--- src/rtl/wdt_ctrl_if.sv ---
// Read-side handshake between the WDT-domain command FIFO and the watchdog controller.
// master = controller (issues pops), slave = FIFO (supplies empty flag and data).
interface wdt_ctrl_if #(
  parameter int CNT_WIDTH = 32
);
  localparam int CMD_WIDTH = CNT_WIDTH + 2;

  logic                 fifo_empty;
  logic                 fifo_pop;
  logic [CMD_WIDTH-1:0] fifo_data;

  modport master (
    input  fifo_empty,
    input  fifo_data,
    output fifo_pop
  );

  modport slave (
    output fifo_empty,
    output fifo_data,
    input  fifo_pop
  );
endinterface

--- src/rtl/wdt_ctrl.sv ---
// Watchdog controller: pops one command at a time from the CDC FIFO, applies it,
// and runs the timeout counter that drives the level timeout flag.
module wdt_ctrl #(
  parameter int CNT_WIDTH = 32
) (
  input  logic                 clk,
  input  logic                 rstn,
  wdt_ctrl_if.master           fifo,
  output logic                 wdt_en,
  output logic                 wto,
  output logic [CNT_WIDTH-1:0] cnt
);
  localparam int CMD_WIDTH = CNT_WIDTH + 2;

  localparam logic [1:0] OP_ENABLE = 2'b00;
  localparam logic [1:0] OP_KICK   = 2'b01;
  localparam logic [1:0] OP_LOAD   = 2'b10;

  typedef enum logic {
    IDLE = 1'b0,
    EXEC = 1'b1
  } state_t;

  state_t               state_q;
  logic                 wdt_en_q;
  logic                 wto_q;
  logic [CNT_WIDTH-1:0] cnt_q;
  logic [CNT_WIDTH-1:0] tocnt_q;

  logic [1:0]           op;
  logic [CNT_WIDTH-1:0] val;
  logic                 cmd_apply;

  assign op  = fifo.fifo_data[CMD_WIDTH-1:CNT_WIDTH];
  assign val = fifo.fifo_data[CNT_WIDTH-1:0];

  // Reserved opcode is consumed but counts as "no command", so the counter keeps running.
  assign cmd_apply = (state_q == EXEC) && (op != 2'b11);

  // Pop is held low during reset even though the state already reads IDLE.
  assign fifo.fifo_pop = rstn && (state_q == IDLE) && !fifo.fifo_empty;

  always_ff @(posedge clk or negedge rstn) begin
    if (!rstn) begin
      state_q  <= IDLE;
      wdt_en_q <= 1'b0;
      wto_q    <= 1'b0;
      cnt_q    <= '0;
      tocnt_q  <= '0;
    end else begin
      case (state_q)
        IDLE: if (!fifo.fifo_empty) state_q <= EXEC;
        EXEC: state_q <= IDLE;
      endcase

      if (cmd_apply) begin
        case (op)
          OP_ENABLE: begin
            wdt_en_q <= val[0];
            cnt_q    <= '0;
            wto_q    <= 1'b0;
          end
          OP_KICK: begin
            cnt_q <= '0;
            wto_q <= 1'b0;
          end
          OP_LOAD: begin
            tocnt_q <= val;
            cnt_q   <= '0;
          end
          default: ;
        endcase
      end else if (wdt_en_q && !wto_q) begin
        // Compare before increment so cnt never passes tocnt and cannot wrap.
        if (cnt_q == tocnt_q) wto_q <= 1'b1;
        else                  cnt_q <= cnt_q + CNT_WIDTH'(1);
      end
    end
  end

  assign wdt_en = wdt_en_q;
  assign wto    = wto_q;
  assign cnt    = cnt_q;
endmodule

--- src/flat_wrapper.sv ---
// flat-port wrapper written by rule: the top's interface ports become plain ports
module wdt_ctrl_flat 
#(
  parameter int CNT_WIDTH = 32
)
  (clk, rstn, wdt_en, wto, cnt, fifo_fifo_empty, fifo_fifo_data, fifo_fifo_pop);
  wdt_ctrl_if #(.CNT_WIDTH(CNT_WIDTH)) fifo_i ();
  input  logic clk;
  input  logic rstn;
  output logic wdt_en;
  output logic wto;
  output logic [CNT_WIDTH-1:0] cnt;
  input wire logic [$bits(fifo_i.fifo_empty)-1:0] fifo_fifo_empty;
  input wire logic [$bits(fifo_i.fifo_data)-1:0] fifo_fifo_data;
  output wire logic [$bits(fifo_i.fifo_pop)-1:0] fifo_fifo_pop;
  assign fifo_i.fifo_empty = fifo_fifo_empty;
  assign fifo_i.fifo_data = fifo_fifo_data;
  assign fifo_fifo_pop = fifo_i.fifo_pop;
  wdt_ctrl #(.CNT_WIDTH(CNT_WIDTH)) u_core (.clk(clk), .rstn(rstn), .fifo(fifo_i), .wdt_en(wdt_en), .wto(wto), .cnt(cnt));
endmodule
--- config.mk ---
export PLATFORM = sky130hd
export DESIGN_NAME = wdt_ctrl_flat
export DESIGN_NICKNAME = d
export VERILOG_FILES = /design/src/rtl/wdt_ctrl_if.sv /design/src/rtl/wdt_ctrl.sv /design/src/flat_wrapper.sv
export SDC_FILE = /design/constraint.sdc
export NUM_CORES = 1
export LEC_CHECK = 0
export CAP_MARGIN = 20
export CORE_ASPECT_RATIO = 1.1
export CORE_MARGIN = 4
export CORE_UTILIZATION = 55
export DETAILED_ROUTE_END_ITERATION = 10
export GPL_ROUTABILITY_DRIVEN = 1
export PLACE_DENSITY = 0.81
export SYNTH_ARGS = -nofsm -noshare
export SYNTH_HDL_FRONTEND = slang
export SYNTH_SLANG_ARGS = --single-unit
--- constraint.sdc ---
create_clock -name clk -period 3.1 [get_ports clk]
set_input_delay 0.31 -clock clk [delete_from_list [all_inputs] [get_ports clk]]
set_output_delay 0.31 -clock clk [all_outputs]
set_load 0.1 [all_outputs]
==> run summary, run 1 <==
### Route
• **Detail Route Antenna Nets** 0
• **total length of routed wires** 9000 µm
• **DR vias/cell** 6.07
• **vias after detailed routing** 3097
• **iteration-0 DRC count of the detailed router** 233
• **number of search-and-repair iterations in the first detailed-routing pass** 4
• **DR WL/cell** 17.6 µm
• **remaining design rule violation count** 0

### Timing
• **final slew viol count** 0
• **Max-Slew Margin vs Limit** 45.5%
• **portion of the clock cycle consumed by the worst path in the final layout** 81.2%
• **setup repair after global routing missed its margin** no
• **Hold Vio Cnt, Final** 0
• **timing-limited maximum frequency** 398 MHz
• **min Tclk post-route** 2.52 ns
• **count of endpoints failing setup in the final report** 0
• **Final TNS setup** 0 ns
• **Least-Margin Pin Slew** 0.818 ns
• **Fin Clk Skew** 0.00821 ns

### Global route
• **GR Util met2** 38.1%
• **met3 GRT Util** 5.02%
• **number of antenna violations at the first check in global routing** 0
• **Total GRT Usage** 23.8%
• **vias in the first global route** 3030
• **largest net degree at the start of global routing** 68
• **most heavily used metal layer in global routing** met2
• **first-pass GRT wire length** 14900 µm
• **met1 track demand over resource** 31.9%
• **total congestion overflow** 0

### Worst setup path
• **critical path required time** 3.38 ns
• **CP Max Fanout** 16
• **endpoint class of the critical path** register
• **buffers plus inverters on the worst setup path** 1
• **critical path, cell by cell** xor2_1 > nor4_1 > nand3_1 > buf_4 > o22ai_1 > a22o_1
• **startpoint kind of the worst setup timing path** register
• **RR Startpoint** u_core.cnt[10]$_DFFE_PN0P_
• **capture point of the worst reg-to-reg path** u_core.cnt[0]$_DFFE_PN0P_
• **critical path data arrival time** 2.80 ns
• **maximum single-stage delay on the critical path** 0.58 ns
• **length in cells of the worst reg-to-reg path** 6
• **setup slack, reg-to-reg** 0.58 ns
• **CP max stage cell** nand3_1
• **class of the most critical setup path** register to register
• **family with the most delay on the worst path** simple AND/OR/NAND/NOR gates

### Layout
• **number of inserted filler cells in the final layout** 478
• **area grow syn2layout** 23.0%
• **fraction of layout instances using a drive strength above 1** 23.0%
• **cell area after layout** 0.00450 mm²
• **Final #Nets** 463
• **Diodes inserted** 0

### Floorplanning
• **Core Footprint** 0.00631 mm²
• **overall die area** 0.00802 mm²
• **Std-Cell Rows** 30
• **floorplan die height** 93.5 µm
• **initial core utilization** 58.0%
• **I/O pins** 72
• **width of the chip** 85.8 µm

### Logic synthesis
• **post-synthesis area per instance** 10.4 µm²
• **total standard cell area after synthesis** 0.00366 mm²
• **area share of the largest cell type after synthesis** 45.8%
• **synthesized flop and latch total** 67
• **instance count of the mapped netlist** 352
• **biggest area contributors in the synthesized netlist** dfrtp_1, mux2_2, a22o_1
• **Syn. warnings** 0
• **async set or reset register ratio after synthesis** 100%
• **fraction of the yosys area taken by sequential cells** 45.8%
• **post-synthesis cell type with the largest combined area** dfrtp_1
• **main flop type after synthesis** dfrtp_1
• **number of library cell types mapped by synthesis** 48
• **post-synth net total** 390
• **Post-synth EDFFs** 0

### Min path
• **Min-Delay Path Class** input pin to asynchronous set/reset pin

### Pwr
• **IR drop worst, VDD** 0.304 mV
• **reported leakage power** 2.09 nW
• **Power Density** 502 mW/mm²

### Placement
• **last weighted congestion value of the routability-driven placer** 0.823
• **placed wire-length estimate after detailed placement** 6420 µm
• **Placement Cell Area** 0.00435 mm²
• **# port buffers** 71

### Clocking
• **Hold-fix buffers, CTS** 0
• **post-CTS sizing** 0
• **clock tree root buffer cell** clkbuf_8
• **post-CTS clock slew at the launch and capture registers of the worst setup and hold paths** 0.07 ns
• **clk sink count** 67
• **CTS tree** yes
• **number of buffers inserted by post-CTS setup repair** 0
• **clock network latency to the later pin of the worst-skew pair** 0.34 ns
• **H-tree depth reported by CTS** 3
• **number of buffers created by CTS** 9
• **maximum clock insertion buffer count** 2

### Outcome
• **status** completed

### Run
• **reported max-cap violation count** 0

## layout by cell type, fill, tap and decap left out, types with 10 or more instances in the layout
cell / count
dfrtp_1: 67
nand4_1: 10
a22o_1: 19
mux2_2: 33
clkdlybuf4s50_1: 35
nand2_1: 23
o21ai_1: 20
nor2_1: 25
xnor2_1: 17
buf_4: 44
o22ai_1: 10
nand3_1: 16
xor2_1: 15
## cell usage after synthesis (8+ instances only)
master,n
dfrtp_1,67
nand2_1,23
xnor2_1,17
a22o_1,19
xor2_1,15
o22ai_1,10
inv_1,8
nand3_1,16
nor2_1,25
nor3_1,9
mux2_2,33
o21ai_1,20
nand4_1,10
## layer usage
| metal | wire (µm) | share of wire (%) |
|---|---|---|
| met2 | 4320 | 48 |
| met1 | 3940 | 44 |
| met3 | 583 | 6.5 |
| met5 | 0 | 0 |
| met4 | 150 | 1.7 |
## how the worst max path moves through the flow
stage                               start                    endpoint  slack (ns)  depth (start not counted)
2_1_floorplan   u_core.cnt[5]$_DFFE_PN0P_  u_core.cnt[20]$_DFFE_PN0P_        0.52                          8
3_3_place_gp           fifo_fifo_data[32]   u_core.cnt[1]$_DFFE_PN0P_        0.46                          8
3_5_place_dp           fifo_fifo_data[32]  u_core.cnt[26]$_DFFE_PN0P_        0.36                          8
4_1_cts        u_core.cnt[10]$_DFFE_PN0P_   u_core.cnt[0]$_DFFE_PN0P_        0.66                          6
5_1_grt        u_core.cnt[10]$_DFFE_PN0P_   u_core.cnt[0]$_DFFE_PN0P_        0.45                          6
6_report       u_core.cnt[10]$_DFFE_PN0P_   u_core.cnt[0]$_DFFE_PN0P_        0.58                          6
## power by group
group | internal (mW) | leakage [nW] | total, mW | switching (mW)
logic | 0.241 | 1.15 | 0.567 | 0.325
clock network | 0.287 | 0.0812 | 0.599 | 0.312
registers | 0.989 | 0.864 | 1.09 | 0.103
total | 1.52 | 2.09 | 2.26 | 0.740
## final cells by class
type                       instances  area (µm²)  area share (%)
clock buffer                      13         139            3.09
clock inverter                     3        15.0           0.334
inverter                           8        30.0           0.667
multi-input combinational        259        1850            41.2
sequential                        67        1680            37.3
tap                               80         100            2.22
timing repair buffer              80         686            15.2
## flip-flops by register name, indices dropped and copies added, names as in the netlist
signal,count
u_core.state_q,1
u_core.tocnt_q,32
u_core.cnt,32
u_core.wto,1
u_core.wdt_en,1
## cell families after synthesis
group,share of synthesized area (%)
adder cells (fa/ha/maj),0.342
buffers and inverters,3.49
AND/OR/NAND/NOR,17.0
flip-flops,45.8
AO/OA/AOI/OAI,15.5
XOR/XNOR,7.66
multiplexers,10.2
## stage by stage
step                setup WS, ns  total power [mW]  hold WS [ns]  instances  util [%]
floorplan                  0.518              1.49        0.0144        352         -
global placement           0.459              1.66         0.495        494      68.9
detailed placement         0.364              1.67         0.515        494      68.9
CTS                        0.664              2.28         0.247        510      71.3
global route               0.445              2.37         0.293        510      71.3
finish                     0.584              2.26         0.206        510      71.3
(Power assumes the default switching activity.)
==> inputs of run 2 (changes only) <==
--- a/config.mk
+++ b/config.mk
@@ -8,10 +8,10 @@
 export CAP_MARGIN = 20
 export CORE_ASPECT_RATIO = 1.1
 export CORE_MARGIN = 4
-export CORE_UTILIZATION = 55
+export CORE_UTILIZATION = 52
 export DETAILED_ROUTE_END_ITERATION = 10
 export GPL_ROUTABILITY_DRIVEN = 1
-export PLACE_DENSITY = 0.81
+export PLACE_DENSITY = 0.77
 export SYNTH_ARGS = -nofsm -noshare
 export SYNTH_HDL_FRONTEND = slang
 export SYNTH_SLANG_ARGS = --single-unit
==> constraint.sdc (replaced) <==
create_clock -name clk -period 2.6 [get_ports clk]
set_input_delay 0.26 -clock clk [delete_from_list [all_inputs] [get_ports clk]]
set_output_delay 0.26 -clock clk [all_outputs]
set_load 0.1 [all_outputs]
==> run summary, run 2 (synthesis gave the netlist of run 1 again) <==
### Outcome
• **status** completed

### Worst setup path
• **buffers plus inverters on the worst setup path** 1
• **maximum single-stage delay on the critical path** 0.55 ns
• **class of the most critical setup path** register to register
• **length in cells of the worst reg-to-reg path** 8
• **CP max stage cell** nor4_2
• **family with the most delay on the worst path** simple AND/OR/NAND/NOR gates
• **setup slack, reg-to-reg** 0.33 ns
• **capture point of the worst reg-to-reg path** u_core.cnt[24]$_DFFE_PN0P_
• **endpoint class of the critical path** register
• **startpoint kind of the worst setup timing path** register
• **RR Startpoint** u_core.cnt[0]$_DFFE_PN0P_
• **CP Max Fanout** 8
• **critical path data arrival time** 2.56 ns
• **critical path, cell by cell** ha_1 > nand3b_1 > nor4_2 > buf_4 > nand3_1 > nor2_1 > o211ai_1 > a21bo_1
• **critical path required time** 2.89 ns

### Floorplanning
• **I/O pins** 72
• **width of the chip** 88.0 µm
• **Core Footprint** 0.00671 mm²
• **Std-Cell Rows** 31
• **overall die area** 0.00844 mm²
• **floorplan die height** 96.0 µm
• **initial core utilization** 54.5%

### Placement
• **placed wire-length estimate after detailed placement** 6570 µm
• **pre-CTS setup slack** 0.303 ns
• **# port buffers** 71
• **last weighted congestion value of the routability-driven placer** 0.848
• **number of placed cells counting well taps** 504

### Clocking
• **clock network latency to the later pin of the worst-skew pair** 0.34 ns
• **CTS tree** yes
• **H-tree depth reported by CTS** 3
• **maximum clock insertion buffer count** 2
• **Hold-fix buffers, CTS** 0
• **number of buffers created by CTS** 9
• **post-CTS clock slew at the launch and capture registers of the worst setup and hold paths** 0.07 ns
• **post-CTS sizing** 0
• **number of buffers inserted by post-CTS setup repair** 0
• **clock tree root buffer cell** clkbuf_8
• **clk sink count** 67

### Timing
• **Least-Margin Pin Slew** 0.842 ns
• **Hold Vio Cnt, Final** 0
• **setup repair after global routing missed its margin** no
• **Max-Slew Margin vs Limit** 43.9%
• **count of endpoints failing setup in the final report** 0
• **min Tclk post-route** 2.27 ns
• **Final TNS setup** 0 ns
• **Setup WS post-layout** 0.327 ns
• **portion of the clock cycle consumed by the worst path in the final layout** 87.4%
• **Fin Clk Skew** 0.00635 ns
• **final slew viol count** 0
• **timing-limited maximum frequency** 440 MHz

### Route
• **total length of routed wires** 9150 µm
• **remaining design rule violation count** 0
• **iteration-0 DRC count of the detailed router** 242
• **Detail Route Antenna Nets** 0
• **vias after detailed routing** 3128
• **DR vias/cell** 6.02
• **number of search-and-repair iterations in the first detailed-routing pass** 5
• **DR WL/cell** 17.6 µm

### Global route
• **number of antenna violations at the first check in global routing** 0
• **largest net degree at the start of global routing** 68
• **Total GRT Usage** 23.3%
• **total congestion overflow** 0
• **vias in the first global route** 3084
• **first-pass GRT wire length** 15100 µm

### Layout
• **area grow syn2layout** 25.5%
• **Diodes inserted** 0
• **most common cell after layout, fill and taps aside** dfrtp_1
• **number of standard cells in the final layout excluding fillers** 520
• **fraction of layout instances using a drive strength above 1** 25.1%
• **commonest non-fill, non-tap cells in the layout** dfrtp_1, buf_4, clkdlybuf4s50_1, mux2_2, nor2_1
• **number of inserted filler cells in the final layout** 548
• **Final #Nets** 471

### Pwr
• **IR drop worst, VDD** 0.429 mV
• **reported leakage power** 2.14 nW
• **Power Density** 607 mW/mm²

### Run
• **reported max-cap violation count** 0

### Min path
• **Min-Delay Path Class** input pin to asynchronous set/reset pin

## run 2: changes by cell type in the layout (fill, tap and decap cells not counted), sizes merged
cell | previous run | this run
clkinv | 3 | 2
clkbuf | 13 | 12
buf | 45 | 53
clkinvlp | 0 | 2
## run 2: worst register-to-register path, stage by stage (launching register included)
cell,delay (ns)
dfrtp_1,0.49
ha_1,0.19
nand3b_1,0.20
nor4_2,0.55
buf_4,0.27
nand3_1,0.11
nor2_1,0.12
o211ai_1,0.09
a21bo_1,0.19
## run 2: through the flow
| stage | total power, mW | hold slack [ns] | utilization (%) | instance area [µm²] |
|---|---|---|---|---|
| floorplan | 1.78 | -0.0356 | - | 3660 |
| global route | 2.91 | 0.194 | 68.4 | 4590 |
| global placement | 1.98 | 0.497 | 65.7 | 4410 |
| finish | 2.79 | 0.0916 | 68.4 | 4590 |
| detailed placement | 2.00 | 0.512 | 65.7 | 4410 |
| CTS | 2.80 | 0.154 | 68.4 | 4590 |
## run 2: cell type report
| cell class | instances | area, µm² | share of cell area (%) |
|---|---|---|---|
| multi-input combinational | 259 | 1850 | 40.4 |
| sequential | 67 | 1680 | 36.5 |
| timing repair buffer | 88 | 746 | 16.3 |
| clock buffer | 12 | 155 | 3.38 |
| tap | 82 | 103 | 2.24 |
| inverter | 8 | 30.0 | 0.654 |
| clock inverter | 4 | 25.0 | 0.545 |
## run 2: power by group
| group | switching [mW] | internal (mW) | leakage (nW) |
|---|---|---|---|
| combinational | 0.390 | 0.291 | 1.19 |
| clock | 0.407 | 0.395 | 0.0884 |
| sequential | 0.125 | 1.18 | 0.864 |
## run 2: how the worst max path moves through the flow
stage / start / endpoint / depth (start not counted) / slack (ns)
2_1_floorplan: u_core.cnt[5]$_DFFE_PN0P_ / u_core.cnt[20]$_DFFE_PN0P_ / 8 / 0.02
5_1_grt: u_core.cnt[5]$_DFFE_PN0P_ / u_core.cnt[26]$_DFFE_PN0P_ / 7 / 0.24
4_1_cts: u_core.cnt[5]$_DFFE_PN0P_ / u_core.cnt[24]$_DFFE_PN0P_ / 7 / 0.38
3_5_place_dp: fifo_fifo_data[32] / u_core.cnt[9]$_DFFE_PN0P_ / 8 / 0.30
3_3_place_gp: fifo_fifo_data[32] / u_core.cnt[1]$_DFFE_PN0P_ / 8 / 0.42
6_report: u_core.cnt[0]$_DFFE_PN0P_ / u_core.cnt[24]$_DFFE_PN0P_ / 8 / 0.33
## run 2: routing by layer
metal	vias up	part of all wire [%]	track usage, %	routed length [µm]
met5	-	0	0	0
met4	0	2.3	8.18	208
met3	20	5.9	4.11	539
met2	115	49	38.8	4470
met1	1543	43	30.6	3930
li1	1450	-	-	-
==> inputs of run 3 (changes only) <==
--- a/config.mk
+++ b/config.mk
@@ -6,9 +6,11 @@
 export NUM_CORES = 1
 export LEC_CHECK = 0
 export CAP_MARGIN = 20
+export CELL_PAD_IN_SITES_DETAIL_PLACEMENT = 1
+export CELL_PAD_IN_SITES_GLOBAL_PLACEMENT = 1
 export CORE_ASPECT_RATIO = 1.1
 export CORE_MARGIN = 4
-export CORE_UTILIZATION = 52
+export CORE_UTILIZATION = 40
 export DETAILED_ROUTE_END_ITERATION = 10
 export GPL_ROUTABILITY_DRIVEN = 1
 export PLACE_DENSITY = 0.77
==> run summary, run 3 (synthesis gave the netlist of run 1 again) <==
### Outcome
• **status** completed

### Pwr
• **switching part of the total power** 32.8%
• **part of the power in combinational logic** 24.9%
• **net load switching power** 0.922 mW
• **Design Power** 2.81 mW
• **Int Pwr** 1.89 mW
• **reported leakage power** 2.17 nW
• **Clk pwr share** 28.7%
• **IR drop worst, VDD** 0.305 mV
• **sequential fraction of design power** 46.4%
• **Power Density** 603 mW/mm²

### Placement
• **placed wire-length estimate after detailed placement** 7810 µm
• **last weighted congestion value of the routability-driven placer** 0.824
• **# port buffers** 71
• **number of placed cells counting well taps** 540

### Timing
• **Least-Margin Pin Slew** 0.876 ns
• **Final TNS setup** 0 ns
• **setup repair after global routing missed its margin** no
• **Hold Vio Cnt, Final** 0
• **count of endpoints failing setup in the final report** 0
• **Fin Clk Skew** 0.0101 ns
• **portion of the clock cycle consumed by the worst path in the final layout** 85.3%
• **final slew viol count** 0
• **timing-limited maximum frequency** 451 MHz
• **Max-Slew Margin vs Limit** 41.6%
• **min Tclk post-route** 2.22 ns

### Clocking
• **Hold-fix buffers, CTS** 0
• **clock tree root buffer cell** clkbuf_8
• **number of buffers inserted by post-CTS setup repair** 0
• **maximum clock insertion buffer count** 2
• **clk sink count** 67
• **post-CTS sizing** 0
• **post-CTS clock slew at the launch and capture registers of the worst setup and hold paths** 0.07 ns
• **number of buffers created by CTS** 9
• **H-tree depth reported by CTS** 3
• **clock network latency to the later pin of the worst-skew pair** 0.35 ns
• **CTS tree** yes

### Worst setup path
• **startpoint kind of the worst setup timing path** register
• **critical path required time** 2.82 ns
• **critical path data arrival time** 2.44 ns
• **class of the most critical setup path** register to register
• **endpoint class of the critical path** register
• **CP Max Fanout** 17

### Global route
• **number of antenna violations at the first check in global routing** 0
• **first-pass GRT wire length** 17400 µm
• **vias in the first global route** 3342
• **largest net degree at the start of global routing** 68
• **total congestion overflow** 0
• **Total GRT Usage** 20.6%

### Floorplanning
• **initial core utilization** 41.2%
• **floorplan die height** 108 µm
• **Std-Cell Rows** 36
• **overall die area** 0.0107 mm²
• **width of the chip** 99.2 µm
• **Core Footprint** 0.00887 mm²
• **I/O pins** 72

### Route
• **DR WL/cell** 19.1 µm
• **DR vias/cell** 5.68
• **Detail Route Antenna Nets** 0
• **iteration-0 DRC count of the detailed router** 99
• **number of search-and-repair iterations in the first detailed-routing pass** 4
• **remaining design rule violation count** 0
• **total length of routed wires** 10600 µm
• **vias after detailed routing** 3154

### Layout
• **Final #Nets** 475
• **fraction of layout instances using a drive strength above 1** 25.6%
• **number of inserted filler cells in the final layout** 981
• **commonest non-fill, non-tap cells in the layout** dfrtp_1, buf_4, clkdlybuf4s50_1, mux2_2, nor2_1
• **number of standard cells in the final layout excluding fillers** 555
• **most common cell after layout, fill and taps aside** dfrtp_1
• **area grow syn2layout** 27.3%
• **Diodes inserted** 0

### Run
• **reported max-cap violation count** 0

### Min path
• **Min-Delay Path Class** input pin to asynchronous set/reset pin

[run 3: layout make-up]
type                       count  area, µm²  share of cell area [%]
sequential                    67       1680                    36.0
clock buffer                  13        169                    3.63
multi-input combinational    259       1850                    39.8
clock inverter                 2       10.0                   0.215
timing repair buffer          92        776                    16.7
tap                          114        143                    3.06
inverter                       8       30.0                   0.645
[run 3: worst paths after layout]
check / slack, ns / start / cells past startpoint / end
min: 0.09 / rstn / 2 / u_core.state_q$_DFF_PN0_
max in group asynchronous: 1.91 / rstn / 2 / u_core.tocnt_q[27]$_DFFE_PN0P_
min reg2reg: 0.52 / u_core.state_q$_DFF_PN0_ / 1 / u_core.state_q$_DFF_PN0_
max reg2reg: 0.38 / u_core.cnt[21]$_DFFE_PN0P_ / 7 / u_core.cnt[16]$_DFFE_PN0P_
max: 0.38 / u_core.cnt[21]$_DFFE_PN0P_ / 7 / u_core.cnt[16]$_DFFE_PN0P_
min in group clk: 0.44 / fifo_fifo_empty / 2 / u_core.state_q$_DFF_PN0_
[run 3: routing by layer]
metal  wire [µm]  vias up  global-route usage (%)
li1            -     1461                       -
met1        4450     1593                    25.4
met2        5420       78                    35.2
met3         426       22                    2.97
met4         313        0                    10.1
met5           0        -                       0
[run 3: critical path, stage by stage, from the launching register on]
cell	delay, ns
dfrtp_1	0.43
xnor2_1	0.29
nand4_1	0.19
nor4_2	0.31
nand4_1	0.24
buf_4	0.28
o21ai_1	0.24
o22ai_1	0.11
[run 3: power groups by stage]
| stage | clock network (mW) | registers (mW) | logic, mW |
|---|---|---|---|
| 3_3_place_gp | 0 | 1.31 | 0.688 |
| 6_report | 0.808 | 1.30 | 0.698 |
| 3_5_place_dp | 0 | 1.32 | 0.705 |
| 2_1_floorplan | 0 | 1.46 | 0.322 |
| 4_1_cts | 0.834 | 1.30 | 0.708 |
| 5_1_grt | 0.881 | 1.32 | 0.747 |
[run 3: per-stage QoR]
step	util (%)	worst slack (ns)	cell area [µm²]	hold slack, ns
after CTS	52.5	0.366	4660	0.148
after global routing	52.5	0.200	4660	0.206
after global placement	50.5	0.319	4480	0.497
final	52.5	0.381	4660	0.0866
after floorplan	-	0.0177	3660	-0.0356
after detailed placement	50.5	0.229	4480	0.516
